$ cat config.mk
export PLATFORM = sky130hd
export DESIGN_NAME = prio_grant_enc_flat
export DESIGN_NICKNAME = d
export VERILOG_FILES = /design/src/rtl/prio_pkg.sv /design/src/rtl/prio_grant_enc_if.sv /design/src/rtl/prio_find_msb.sv /design/src/rtl/prio_grant_enc.sv /design/src/flat_wrapper.sv
export SDC_FILE = /design/constraint.sdc
export NUM_CORES = 1
export LEC_CHECK = 0
export ABC_CLOCK_PERIOD_IN_PS = 5700
export CAP_MARGIN = 10
export CORE_UTILIZATION = 50
export CTS_CLUSTER_SIZE = 28
export DETAILED_ROUTE_END_ITERATION = 7
export GPL_ROUTABILITY_DRIVEN = 0
export HOLD_SLACK_MARGIN = 0.1
export PLACE_DENSITY = 0.76
export SYNTH_ARGS = -nofsm -noshare
export SYNTH_HDL_FRONTEND = slang
export SYNTH_SLANG_ARGS = --single-unit
$ cat constraint.sdc
create_clock -name clk -period 5.7 [get_ports clk]
set_input_delay 0.855 -clock clk [delete_from_list [all_inputs] [get_ports clk]]
set_output_delay 0.855 -clock clk [all_outputs]
set_load 0.01 [all_outputs]
$ cat src/rtl/prio_pkg.sv
// prio_pkg: shared mode constants, FSM state type and index-width helper for prio_grant_enc
package prio_pkg;
  localparam logic MODE_FIXED = 1'b0;
  localparam logic MODE_RR = 1'b1;
  typedef enum logic {EMPTY = 1'b0, HOLD = 1'b1} state_t;
  function automatic int clog2_min1(input int n);
    return (n <= 2) ? 1 : $clog2(n);
  endfunction
endpackage

$ cat src/rtl/prio_grant_enc_if.sv
// prio_grant_enc_if: request/sample bundle in, registered grant with valid/ack out
interface prio_grant_enc_if import prio_pkg::*; #(parameter int N = 8);
  localparam int W = clog2_min1(N);
  logic mode;
  logic [N-1:0] req;
  logic en;
  logic [W-1:0] idx;
  logic valid;
  logic ack;
  modport master(output mode, req, en, ack, input idx, valid);
  modport slave(input mode, req, en, ack, output idx, valid);
endinterface

$ cat src/rtl/prio_find_msb.sv
// prio_find_msb: combinational highest-set-bit finder
module prio_find_msb #(parameter int N = 8, parameter int W = 3) (
  input  logic [N-1:0] v,
  output logic         found,
  output logic [W-1:0] pos
);
  always_comb begin
    found = 1'b0;
    pos = '0;
    for (int i = 0; i < N; i++) begin
      if (v[i]) begin
        found = 1'b1;
        pos = W'(i);
      end
    end
  end
endmodule

$ cat src/rtl/prio_grant_enc.sv
// prio_grant_enc: registered fixed/round-robin priority encoder with hold-until-ack grant
module prio_grant_enc import prio_pkg::*; #(parameter int N = 8) (
  input logic clk,
  input logic rst,
  prio_grant_enc_if.slave bus
);
  localparam int W = clog2_min1(N);
  state_t r_state, w_nstate;
  logic [W-1:0] r_idx, r_ptr, w_nidx, w_nptr;
  logic [N-1:0] w_rot;
  logic w_fix_found, w_rr_found, w_found, w_cap;
  logic [W-1:0] w_fix_pos, w_rr_pos, w_rr_win, w_win;
  logic [W:0] w_sum;
  // rotate so req[ptr] lands on the top bit; the msb search then walks ptr downward with wrap
  assign w_rot = N'({bus.req, bus.req} >> ({1'b0, r_ptr} + 1'b1));
  prio_find_msb #(.N(N), .W(W)) u_fix (.v(bus.req), .found(w_fix_found), .pos(w_fix_pos));
  prio_find_msb #(.N(N), .W(W)) u_rr (.v(w_rot), .found(w_rr_found), .pos(w_rr_pos));
  assign w_sum = {1'b0, r_ptr} + {1'b0, w_rr_pos} + 1'b1;
  assign w_rr_win = W'(w_sum >= (W+1)'(N) ? w_sum - (W+1)'(N) : w_sum);
  assign w_win = (bus.mode == MODE_RR) ? w_rr_win : w_fix_pos;
  assign w_found = (bus.mode == MODE_RR) ? w_rr_found : w_fix_found;
  assign w_cap = bus.en & ((r_state == EMPTY) | bus.ack);
  always_comb begin
    w_nstate = r_state;
    w_nidx = r_idx;
    w_nptr = r_ptr;
    w_nstate = w_cap ? (w_found ? HOLD : EMPTY) : ((r_state == HOLD) && bus.ack) ? EMPTY : r_state;
    w_nidx = (w_cap && w_found) ? w_win : r_idx;
    w_nptr = (w_cap && w_found) ? ((w_win == '0) ? W'(N-1) : w_win - 1'b1) : r_ptr;
  end
  always_ff @(posedge clk) begin
    if (rst) begin
      r_state <= EMPTY;
      r_idx <= '0;
      r_ptr <= W'(N-1);
    end else begin
      r_state <= w_nstate;
      r_idx <= w_nidx;
      r_ptr <= w_nptr;
    end
  end
  assign bus.idx = r_idx;
  assign bus.valid = (r_state == HOLD);
endmodule

$ cat src/flat_wrapper.sv
// flat-port wrapper written by rule: the top's interface ports become plain ports
module prio_grant_enc_flat import prio_pkg::*;
#(parameter int N = 8)
  (clk, rst, bus_mode, bus_req, bus_en, bus_ack, bus_idx, bus_valid);
  prio_grant_enc_if #(.N(N)) bus_i ();
  input logic clk;
  input logic rst;
  input wire logic [$bits(bus_i.mode)-1:0] bus_mode;
  input wire logic [$bits(bus_i.req)-1:0] bus_req;
  input wire logic [$bits(bus_i.en)-1:0] bus_en;
  input wire logic [$bits(bus_i.ack)-1:0] bus_ack;
  output wire logic [$bits(bus_i.idx)-1:0] bus_idx;
  output wire logic [$bits(bus_i.valid)-1:0] bus_valid;
  assign bus_i.mode = bus_mode;
  assign bus_i.req = bus_req;
  assign bus_i.en = bus_en;
  assign bus_i.ack = bus_ack;
  assign bus_idx = bus_i.idx;
  assign bus_valid = bus_i.valid;
  prio_grant_enc #(.N(N)) u_core (.clk(clk), .rst(rst), .bus(bus_i));
endmodule
==> results of run 1 <==
==> state kept, by name, summed over array words and instances, names as in the netlist <==
name / count
u_core.r_ptr: 3
u_core.bus.idx: 3
u_core.bus.valid: 1
==> critical path: cells and delay by family <==
kind	cells	cell delay, ns
and+or+nand+nor	1	0.30
buffers and inverters	1	0.56
muxes	2	0.49
xor gates and xnor gates	1	0.16
adders and majority gates	2	0.57
AOI/OAI and AO/OA	7	1.32
==> cell families (layout without fill, tap and decap cells) <==
logic type / count (synthesis) / after routing
AND/OR/NAND/NOR: 47 / 47
AO/OA/AOI/OAI: 39 / 39
buffers and inverters: 16 / 28
multiplexers: 14 / 14
flip-flops: 7 / 7
adder cells (fa/ha/maj): 4 / 4
XOR/XNOR: 1 / 1
==> area by class of cell <==
cell class | count | area [sq um] | area share
repair buffers | 16 | 160.2 | 0.1438
inverters | 8 | 30.03 | 0.02697
multi-input cells | 105 | 725.7 | 0.6517
well taps | 25 | 31.28 | 0.02809
flip-flops and latches | 7 | 140.1 | 0.1258
clock buffers | 4 | 26.28 | 0.02360
==> stage by stage <==
step,setup WS (ns),cell area (sq um)
2_1_floorplan,2.195,962.2
3_3_place_gp,1.428,1087
3_5_place_dp,1.364,1087
4_1_cts,1.637,1114
5_1_grt,1.315,1114
6_report,1.601,1114
==> cells in the final DEF, fill, tap and decap left out, types with 3 or more instances in the layout <==
cell type | Yosys | final
clkbuf_4 | 0 | 3
o21ai_1 | 4 | 4
ha_1 | 3 | 3
nand2b_1 | 4 | 4
nor3_1 | 7 | 7
dfxtp_1 | 7 | 7
nor2_1 | 9 | 9
nand2_1 | 18 | 18
o211ai_1 | 5 | 5
clkdlybuf4s50_1 | 0 | 16
o21ai_0 | 4 | 4
mux2_2 | 3 | 3
o21a_1 | 3 | 3
a31oi_1 | 3 | 3
inv_1 | 8 | 8
mux2i_1 | 9 | 9
a21oi_1 | 5 | 5
==> where the power goes <==
| group | leakage, nW | internal [mW] | total, mW | switching [mW] |
|---|---|---|---|---|
| clock network | 0.0150 | 0.0268 | 0.0464 | 0.0196 |
| logic | 0.390 | 0.0595 | 0.125 | 0.0654 |
| registers | 0.0582 | 0.0549 | 0.0696 | 0.0148 |
| total | 0.464 | 0.141 | 0.241 | 0.0998 |
==> worst paths after layout <==
path	from	to	slack (ns)	depth (start not counted)
min	u_core.bus.valid	u_core.bus.valid	0.52	2
max reg2reg	u_core.r_ptr[1]	u_core.r_ptr[2]	1.83	15
min reg2reg	u_core.bus.valid	u_core.bus.valid	0.52	2
max	bus_req[6]	u_core.r_ptr[2]	1.60	14
==> routing by layer <==
layer	routed length (um)	share of wire	up-vias
met2	1105	0.47	38
met5	0	0	-
met4	72	0.030	0
met1	1066	0.45	456
li1	-	-	499
met3	123	0.052	8
==> results.md, run 1 <==
* Worst EP required at between 5 and 6 ns
* Number of inserted diodes at 0
* Worst EP arrival at 4.25 ns
* Die area at around 2100 sq um
* Highest Clock Rate at 243.9 MHz
* GR Util met2 at 0.4141
* Met1 GRT Util at 0.3158
* Synth Area in Adders at 0.05982
* CP max FO at 10
* Fin util at 0.6312
* Post-Synth Simple-Gate Area at 0.2289
* Htree depth at 1
* Number of global-route vias before repair at 926
* Detail Route Antenna Nets at 0
* DRC at 0
* Count leader, synth: nand2_1
* RSZ-0062 raised after global routing: no
* Worst Hold Class: flop to flop
* Sequential share of the synthesized area at 0.1456
* Initial Util at 0.5454
* CTS tree: yes
* Initial antenna violation count at 0
* # Post-CTS Setup Buffers at 0
* CP Cell Sequence: clkdlybuf4s50_1, mux2_2, o21ai_0, o21ai_0, o2111ai_1, a2111oi_0, a31o_1, ha_1, fa_1, xor2_1, or2_2, o211ai_2, mux2i_1, a21bo_1
* Largest net degree at the start of global routing at 17
* Half-perimeter wire length after placement at 1.822 mm
* Fill cell count at 177
* Number of enable flip-flop cells after synthesis at 0
* Total number of vias at ~1000
* Mux contribution to synthesized area at 0.1573
* First-pass GRT wire length at 3.898 mm
* CTS resizes at 0
* Clock-pin slew on the worst setup and hold paths at 0.05 ns
* Pins Over Slew Limit at 0
* CP Class: input pin to flop
* Drt via density at 6.067
* Worst skew pair latency at 0.26 ns
* Main combinational cell family by area after synthesis: compound AO/OA/AOI/OAI gates
* Clock root buffer master: clkbuf_4
* Post-Place Cells at 161
* 1st-iter DRT viols at 31
* Post-synth top flop: dfxtp_1
* Final #Nets at about 160
* Dominant cells by area after synthesis: dfxtp_1, mux2i_1, nand2_1, ha_1, o211ai_1
* Cells after synthesis at between 100 and 150
* Die Y at approximately 46 um
* Crit start category: input pin
* Core Box Area at 1764 sq um
* Yosys warns at 0
* Max_cap viols at 0
* Commonest cells in the netlist: nand2_1, mux2i_1, nor2_1
* Crit-path slowest cell: clkdlybuf4s50_1
* CTS sink count at 7
* Complex-gate fraction of the synthesized area at 0.2991
* Top-area cell type share of the netlist area at 0.1456
* Total power at 240.9 uW
* Deepest clock path buffer count at 2
* Unique cell type count in the Yosys netlist at 42
* Endpoints failing hold at 0
* CP most frequent cell: o21ai_0
* Fin crit share at 0.7192
* Leak pwr at 0.4635 nW
* Period minus WS final at 4.099 ns
* Worst setup EP type: flop
* CTS buffer count at 3
* #FFs+latches synth at 7
* Setup_tns at 0 ns
* GRT Overall Usage at 0.2569
* Peak VDD IR at 0.1542 mV
* GRT overflow at 0
* Cell taking the most area after synthesis: dfxtp_1
* WL final at 2.368 mm
* Mean Syn Cell Area at approximately 7.5 sq um
* Drt pass-1 iters at 4
* Top-Level Pins at 17
* # setup viols final at 0
* Max-slew headroom at 0.5156
* Worst hold slack at 0.5221 ns
* Die Wd at between 40 and 50 um
* Least-Margin Pin Slew at 0.7256 ns
* Share of cells above drive strength 1 at 0.09286
* Synth Net Count at 145
* Power density over cell area at 216.4 nW/um^2
* Wire per inst at 14.35 um
* Post-Syn Area at 962.2 sq um
* Post-synthesis xor/xnor area fraction at 0.009103
* Final std cells w/o fill at between 150 and 200
* PortBufs at 16
* CP max stage delay at about 0.56 ns
* FFs w/ async S/R, synth at 0
* Top Usage Layer GRT: met2
* Area Growth Syn to Fin at 15.73%
* Post-CTS Hold Buffers at 0
* Max Clock Skew at 0.003500 ns
* GR Util met3 at 0.01984
* Core Rows at 15
* Outcome: completed
Note: power is estimated with default switching activity, not from simulation.
==> run 2, diff against run 1 <==
--- a/config.mk
+++ b/config.mk
@@ -5,7 +5,7 @@
 export SDC_FILE = /design/constraint.sdc
 export NUM_CORES = 1
 export LEC_CHECK = 0
-export ABC_CLOCK_PERIOD_IN_PS = 5700
+export ABC_CLOCK_PERIOD_IN_PS = 3840
 export CAP_MARGIN = 10
 export CORE_UTILIZATION = 50
 export CTS_CLUSTER_SIZE = 28
==> constraint.sdc (replaced) <==
create_clock -name clk -period 3.84 [get_ports clk]
set_input_delay 0.576 -clock clk [delete_from_list [all_inputs] [get_ports clk]]
set_output_delay 0.576 -clock clk [all_outputs]
set_load 0.01 [all_outputs]
==> run 2 against run 1 <==
Net effect:
- global-route usage grew 2.7 points
- utilization is 10 points higher
- routed wire length rose by 16%
- combinational power increased by 88%
- count of clock-buffer cells in the layout is the same
- clock skew fell by 0.0012 ns
- die area did not move
- first-iteration DRC count did not move
- worst hold slack got worse by 0.0020 ns
- power grew 66%
- cell count rose by 14%
- critical path depth is 2 higher
- critical path type unchanged
- largest cell class unchanged
- largest power group unchanged
- highest routed layer unchanged
==> results.md, run 2 (synthesized netlist as in run 1, its figures left out) <==
* WL final at approximately 2.8 mm
* Largest net degree at the start of global routing at 15
* Die area at around 2100 sq um
* Clock power frac at 0.174
* Worst hold slack at 0.5201 ns
* Deepest clock path buffer count at 2
* Worst Setup SP: bus_req[2]
* 1st-iter DRT viols at 31
* Fin crit share at 0.9568
* Top-Level Pins at 17
* Least-Margin Pin Slew at about 0.7 ns
* Setup_tns at 0 ns
* Wire per inst at between 10 and 15 um
* Internal power at 238.8 uW
* CP Cell Sequence: clkdlybuf4s50_1, buf_4, mux2i_1, nor3_1, o21ai_0, o2111ai_1, a2111oi_1, a31o_1, ha_1, fa_1, nand2_1, o41ai_1, ha_1, nor2_1, mux2i_1, a21bo_1
* Commonest non-fill, non-tap cell in the layout: buf_4
* Worst EP required at 4.00 ns
* CP max FO at 4
* Initial Util at 0.5454
* DRC at 0
* GRT overflow at 0
* Reg-to-reg endpoint: u_core.r_ptr[2]
* PortBufs at 16
* Logic pwr share at 0.587
* Drt pass-1 iters at 4
* Crit-path slowest cell: clkdlybuf4s50_1
* Endpoints failing hold at 0
* Flop2flop setup slack at 0.34 ns
* Period minus WS final at 3.674 ns
* Clock root buffer master: clkbuf_4
* Outcome: completed
* Htree depth at 1
* Total number of vias at 1129
* Pins Over Slew Limit at 0
* Half-perimeter wire length after placement at 2.110 mm
* Max_cap viols at 0
* Critical Path End: u_core.r_ptr[2]
* CTS sink count at 7
* Die Wd at 45.87 um
* Worst Hold Class: flop to flop
* First-pass GRT wire length at 4.312 mm
* # Post-CTS Setup Buffers at 0
* Leak pwr at 0.5703 nW
* Worst R2R Start: u_core.r_ptr[1]
* Power density over cell area at 309.9 nW/um^2
* Share of cells above drive strength 1 at 0.2331
* Hold path depth at 2
* Worst EP arrival at 3.83 ns
* Core Rows at 15
* Fin util at 0.7326
* CTS buffer count at 3
* Peak VDD IR at 0.2204 mV
* Area Growth Syn to Fin at 34.33%
* Core Box Area at between 1500 and 2000 sq um
* Worst setup EP type: flop
* CP max stage delay at roughly 0.44 ns
* Final std cells w/o fill at 188
* Crit path depth at 16
* Clock-pin slew on the worst setup and hold paths at 0.05 ns
* Highest Clock Rate at between 200 and 300 MHz
* Number of global-route vias before repair at approximately 1000
* Drt via density at 6.005
* Final #Nets at between 150 and 200
* Sequential share of power at 0.239
* Initial antenna violation count at 0
* Buf+Inv Stages, Crit Path at 2
* Max-slew headroom at 0.5270
* Fill cell count at 150
* CTS tree: yes
* Max Clock Skew at 0.002306 ns
* CP Class: input pin to flop
* Delay-heaviest family, CP: compound AO/OA/AOI/OAI gates
* Die Y at 45.87 um
* Detail Route Antenna Nets at 0
* Crit start category: input pin
* Post-Place Cells at 184
* Number of inserted diodes at 0
* GRT Overall Usage at 0.2841
* Worst skew pair latency at 0.26 ns
* Reg2Reg Depth at 15
* # setup viols final at 0
* Most frequent cells in the layout: buf_4, nand2_1, clkdlybuf4s50_1, nor2_1
* Switching power at 161.7 uW
* Switch share at 0.4038
## run 2: cell types whose count changed in the layout (fill, tap and decap cells not counted)
cell,change
dfxtp_1,-1
buf_4,+23
a2111oi_0,-1
a2111oi_1,+1
dfxtp_2,+1
mux2i_1,-1
mux2i_2,+1
## run 2: repair_timing
action                                  4_1_cts  5_1_grt
endpoints found under the setup margin        0        1
hold buffers                                  0        0
endpoints found under the hold margin         0        0
gates resized for setup                       0        3
## run 2: power groups by stage
stage | Clock (mW) | Sequential, mW | Combinational, mW
2_1_floorplan | 0 | 0.0895 | 0.156
3_3_place_gp | 0 | 0.0956 | 0.223
3_5_place_dp | 0 | 0.0959 | 0.227
4_1_cts | 0.0693 | 0.0945 | 0.230
5_1_grt | 0.0763 | 0.0969 | 0.255
6_report | 0.0695 | 0.0957 | 0.235
## run 2: cell type report
type                       instances  area (sq um)  share of cell area
inverter                           8         30.03             0.02323
sequential                         7         141.4              0.1094
timing repair buffer              39         332.8              0.2575
tap                               25         31.28             0.02420
multi-input combinational        105         730.7              0.5653
clock buffer                       4         26.28             0.02033
## run 2: worst register-to-register path, stage by stage (launching register included)
cell and delay (ns):
dfxtp_2 0.48, buf_4 0.23, mux2i_2 0.28, nand3b_1 0.14, a32o_1 0.17, o2111ai_1 0.15
a2111oi_1 0.41, a31o_1 0.15, ha_1 0.15, fa_1 0.41, nand2_1 0.09, o41ai_1 0.14
ha_1 0.23, nor2_1 0.11, mux2i_1 0.08, a21bo_1 0.18
## run 2: how the worst min path moves through the flow
stage | start | slack [ns] | endpoint
3_3_place_gp | u_core.bus.valid | 0.52 | u_core.bus.valid
5_1_grt | u_core.bus.valid | 0.55 | u_core.bus.valid
4_1_cts | u_core.bus.valid | 0.53 | u_core.bus.valid
2_1_floorplan | u_core.bus.valid | 0.51 | u_core.bus.valid
6_report | u_core.bus.valid | 0.52 | u_core.bus.valid
3_5_place_dp | u_core.bus.valid | 0.51 | u_core.bus.valid
## run 2: routing by layer
layer | global-route usage | vias to the layer above | share of wire
met5 | 0 | - | 0
met1 | 0.3405 | 528 | 0.41
met2 | 0.4986 | 51 | 0.50
li1 | - | 541 | -
met3 | 0.02381 | 9 | 0.060
met4 | 0.1412 | 0 | 0.028
## run 2: per-stage QoR
step	power, mW	setup slack [ns]	area, sq um
4_1_cts	0.3937	0.1991	1286
3_3_place_gp	0.3184	0.04548	1260
5_1_grt	0.4281	-0.006217	1292
2_1_floorplan	0.2453	0.6135	962.2
3_5_place_dp	0.3234	-0.04900	1260
6_report	0.4005	0.1660	1292
==> run 3, diff against run 2 <==
--- a/config.mk
+++ b/config.mk
@@ -13,6 +13,7 @@
 export GPL_ROUTABILITY_DRIVEN = 0
 export HOLD_SLACK_MARGIN = 0.1
 export PLACE_DENSITY = 0.76
+export REMOVE_ABC_BUFFERS = 1
 export SYNTH_ARGS = -nofsm -noshare
 export SYNTH_HDL_FRONTEND = slang
 export SYNTH_SLANG_ARGS = --single-unit
==> run 3 against run 2 <==
Net effect:
- worst hold slack better by 0.0044 ns
- first-iteration DRC count shrank 3.2%
- cell count shrank 1.1%
- clock skew grew 0.0011 ns
- via count decreased by 7.5%
- critical path depth did not move
- highest routed layer unchanged
- non-clock buffer count fell by 2
- routed wire length is 7.2% lower
- combinational power down 2%
- die area unchanged
- sequential power fell by 2%
==> results.md, run 3 (synthesized netlist as in run 1, its figures left out) <==
* Endpoints failing hold at 0
* 1st-iter DRT viols at 30
* Max_cap viols at 0
* Largest net degree at the start of global routing at 15
* Clock-pin slew on the worst setup and hold paths at 0.05 ns
* Share of cells above drive strength 1 at 0.2174
* Commonest non-fill, non-tap cell in the layout: buf_4
* CTS buffer count at 3
* CTS resizes at 0
* Number of global-route vias before repair at between 900 and 1000
* Initial Util at 0.5454
* Reg area at about 140 sq um
* CP Cell Sequence: clkdlybuf4s50_1, buf_4, mux2i_2, nand2_1, o21ai_1, o21ai_0, o2111ai_1, a2111oi_0, a31o_1, ha_1, fa_1, xor2_1, or2_2, o211ai_2, mux2i_1, a21bo_1
* Peak VDD IR at 0.2641 mV
* WHS Endpoint: u_core.bus.valid
* Worst setup EP type: flop
* Area Growth Syn to Fin at 32.51%
* Total power at 392.4 uW
* Fin util at 0.7227
* RSZ-0062 raised after global routing: no
* Worst EP arrival at 3.76 ns
* # setup viols final at 0
* Internal power at 237.0 uW
* Detail Route Antenna Nets at 0
* CP max stage delay at 0.42 ns
* Wire per inst at between 10 and 15 um
* Worst setup margin at 0.2363 ns
* Worst EP required at 3.99 ns
* Period minus WS final at between 3 and 4 ns
* Pins Over Slew Limit at 0
* Fin crit share at 0.9385
* GRT overflow at 0
* Most frequent cells in the layout: buf_4, nand2_1, clkdlybuf4s50_1, nor2_1
* Number of inserted diodes at 0
* Deepest clock path buffer count at 2
* Hold path depth at 2
* DRC at 0
* Outcome: completed
* CP max FO at 5
* Drt via density at 5.613
* Hold_sp: u_core.bus.valid
* Setup_tns at 0 ns
* Sequential share of power at 0.240
* Post-DP Area at around 1200 sq um
* Switching power at about 160 uW
* Max Clock Skew at 0.003359 ns
* Switch share at 0.3959
* Least-Margin Pin Slew at roughly 0.61 ns
* Core Rows at 15
* Htree depth at 1
* Worst skew pair latency at 0.26 ns
* Total number of vias at around 1000
* CTS tree: yes
* Pre-CTS setup slack at -0.04292 ns
* CP Class: input pin to flop
* CTS sink count at 7
* Initial antenna violation count at 0
* Leak pwr at around 0.56 nW
* Top-Level Pins at 17
* GRT Overall Usage at 0.2803
* Drt pass-1 iters at 4
* Crit-path slowest cell: clkdlybuf4s50_1
* Clock root buffer master: clkbuf_4
* Final std cells w/o fill at 186
* Die Y at 45.87 um
* Fill cell count at 144
* Flop2flop setup slack at 0.25 ns
* Worst R2R Start: u_core.r_ptr[1]
* Logic pwr share at 0.588
* Post-Place Cells at 182
* Final #Nets at 179
* PortBufs at 16
* First-pass GRT wire length at 4.174 mm
* Die area at 2104 sq um
* Core Box Area at 1764 sq um
* Half-perimeter wire length after placement at 2.079 mm
* Clock power frac at 0.172
* Highest Clock Rate at 277.5 MHz
* Power density over cell area at 307.7 nW/um^2
* Crit start category: input pin
* WL final at 2.554 mm
* Worst hold slack at 0.5245 ns
* Worst Hold Class: flop to flop
* Post-CTS Hold Buffers at 0
* Fin area at 1275 sq um
* Max-slew headroom at 0.5872
* # Post-CTS Setup Buffers at 0
* Multi-input combinational cell area at roughly 730 sq um
* Reg2Reg Depth at 15
* Reg-to-reg endpoint: u_core.r_ptr[2]
* Die Wd at 45.87 um
-- run 3: power by group through the flow --
stage	Clock, mW	Sequential (mW)	Combinational (mW)
6_report	0.0674	0.0942	0.231
4_1_cts	0.0703	0.0935	0.228
2_1_floorplan	0	0.102	0.126
3_5_place_dp	0	0.0948	0.226
5_1_grt	0.0725	0.0957	0.253
3_3_place_gp	0	0.0945	0.223
-- run 3: worst max-delay path, delay by kind of cell --
family,cells,cell delay [ns]
AO/OA/AOI/OAI,7,1.11
adder cells (fa/ha/maj),2,0.55
AND/OR/NAND/NOR,2,0.39
buffers and inverters,2,0.58
XOR/XNOR,1,0.16
multiplexers,2,0.40
-- run 3: layer usage --
layer,up-vias,share of wire,track usage
li1,538,-,-
met1,458,0.44,0.3628
met2,42,0.47,0.4620
met3,6,0.077,0.05556
met4,0,0.013,0.08824
met5,-,0,0
-- run 3: how the worst max path moves through the flow --
stage               startpoint              end  slack (ns)
2_1_floorplan  u_core.r_ptr[1]  u_core.r_ptr[2]        0.43
3_3_place_gp        bus_req[6]  u_core.r_ptr[2]       -0.04
3_5_place_dp        bus_req[5]  u_core.r_ptr[2]       -0.04
4_1_cts             bus_req[7]  u_core.r_ptr[2]        0.23
5_1_grt             bus_req[7]  u_core.r_ptr[2]        0.02
6_report            bus_req[7]  u_core.r_ptr[2]        0.24
-- run 3: layout make-up --
cell class	count	area share
Timing Repair Buffer	37	0.2493
Sequential cell	7	0.1099
Inverter	8	0.02355
Clock buffer	4	0.02061
Multi-Input combinational cell	105	0.5721
Tap cell	25	0.02453
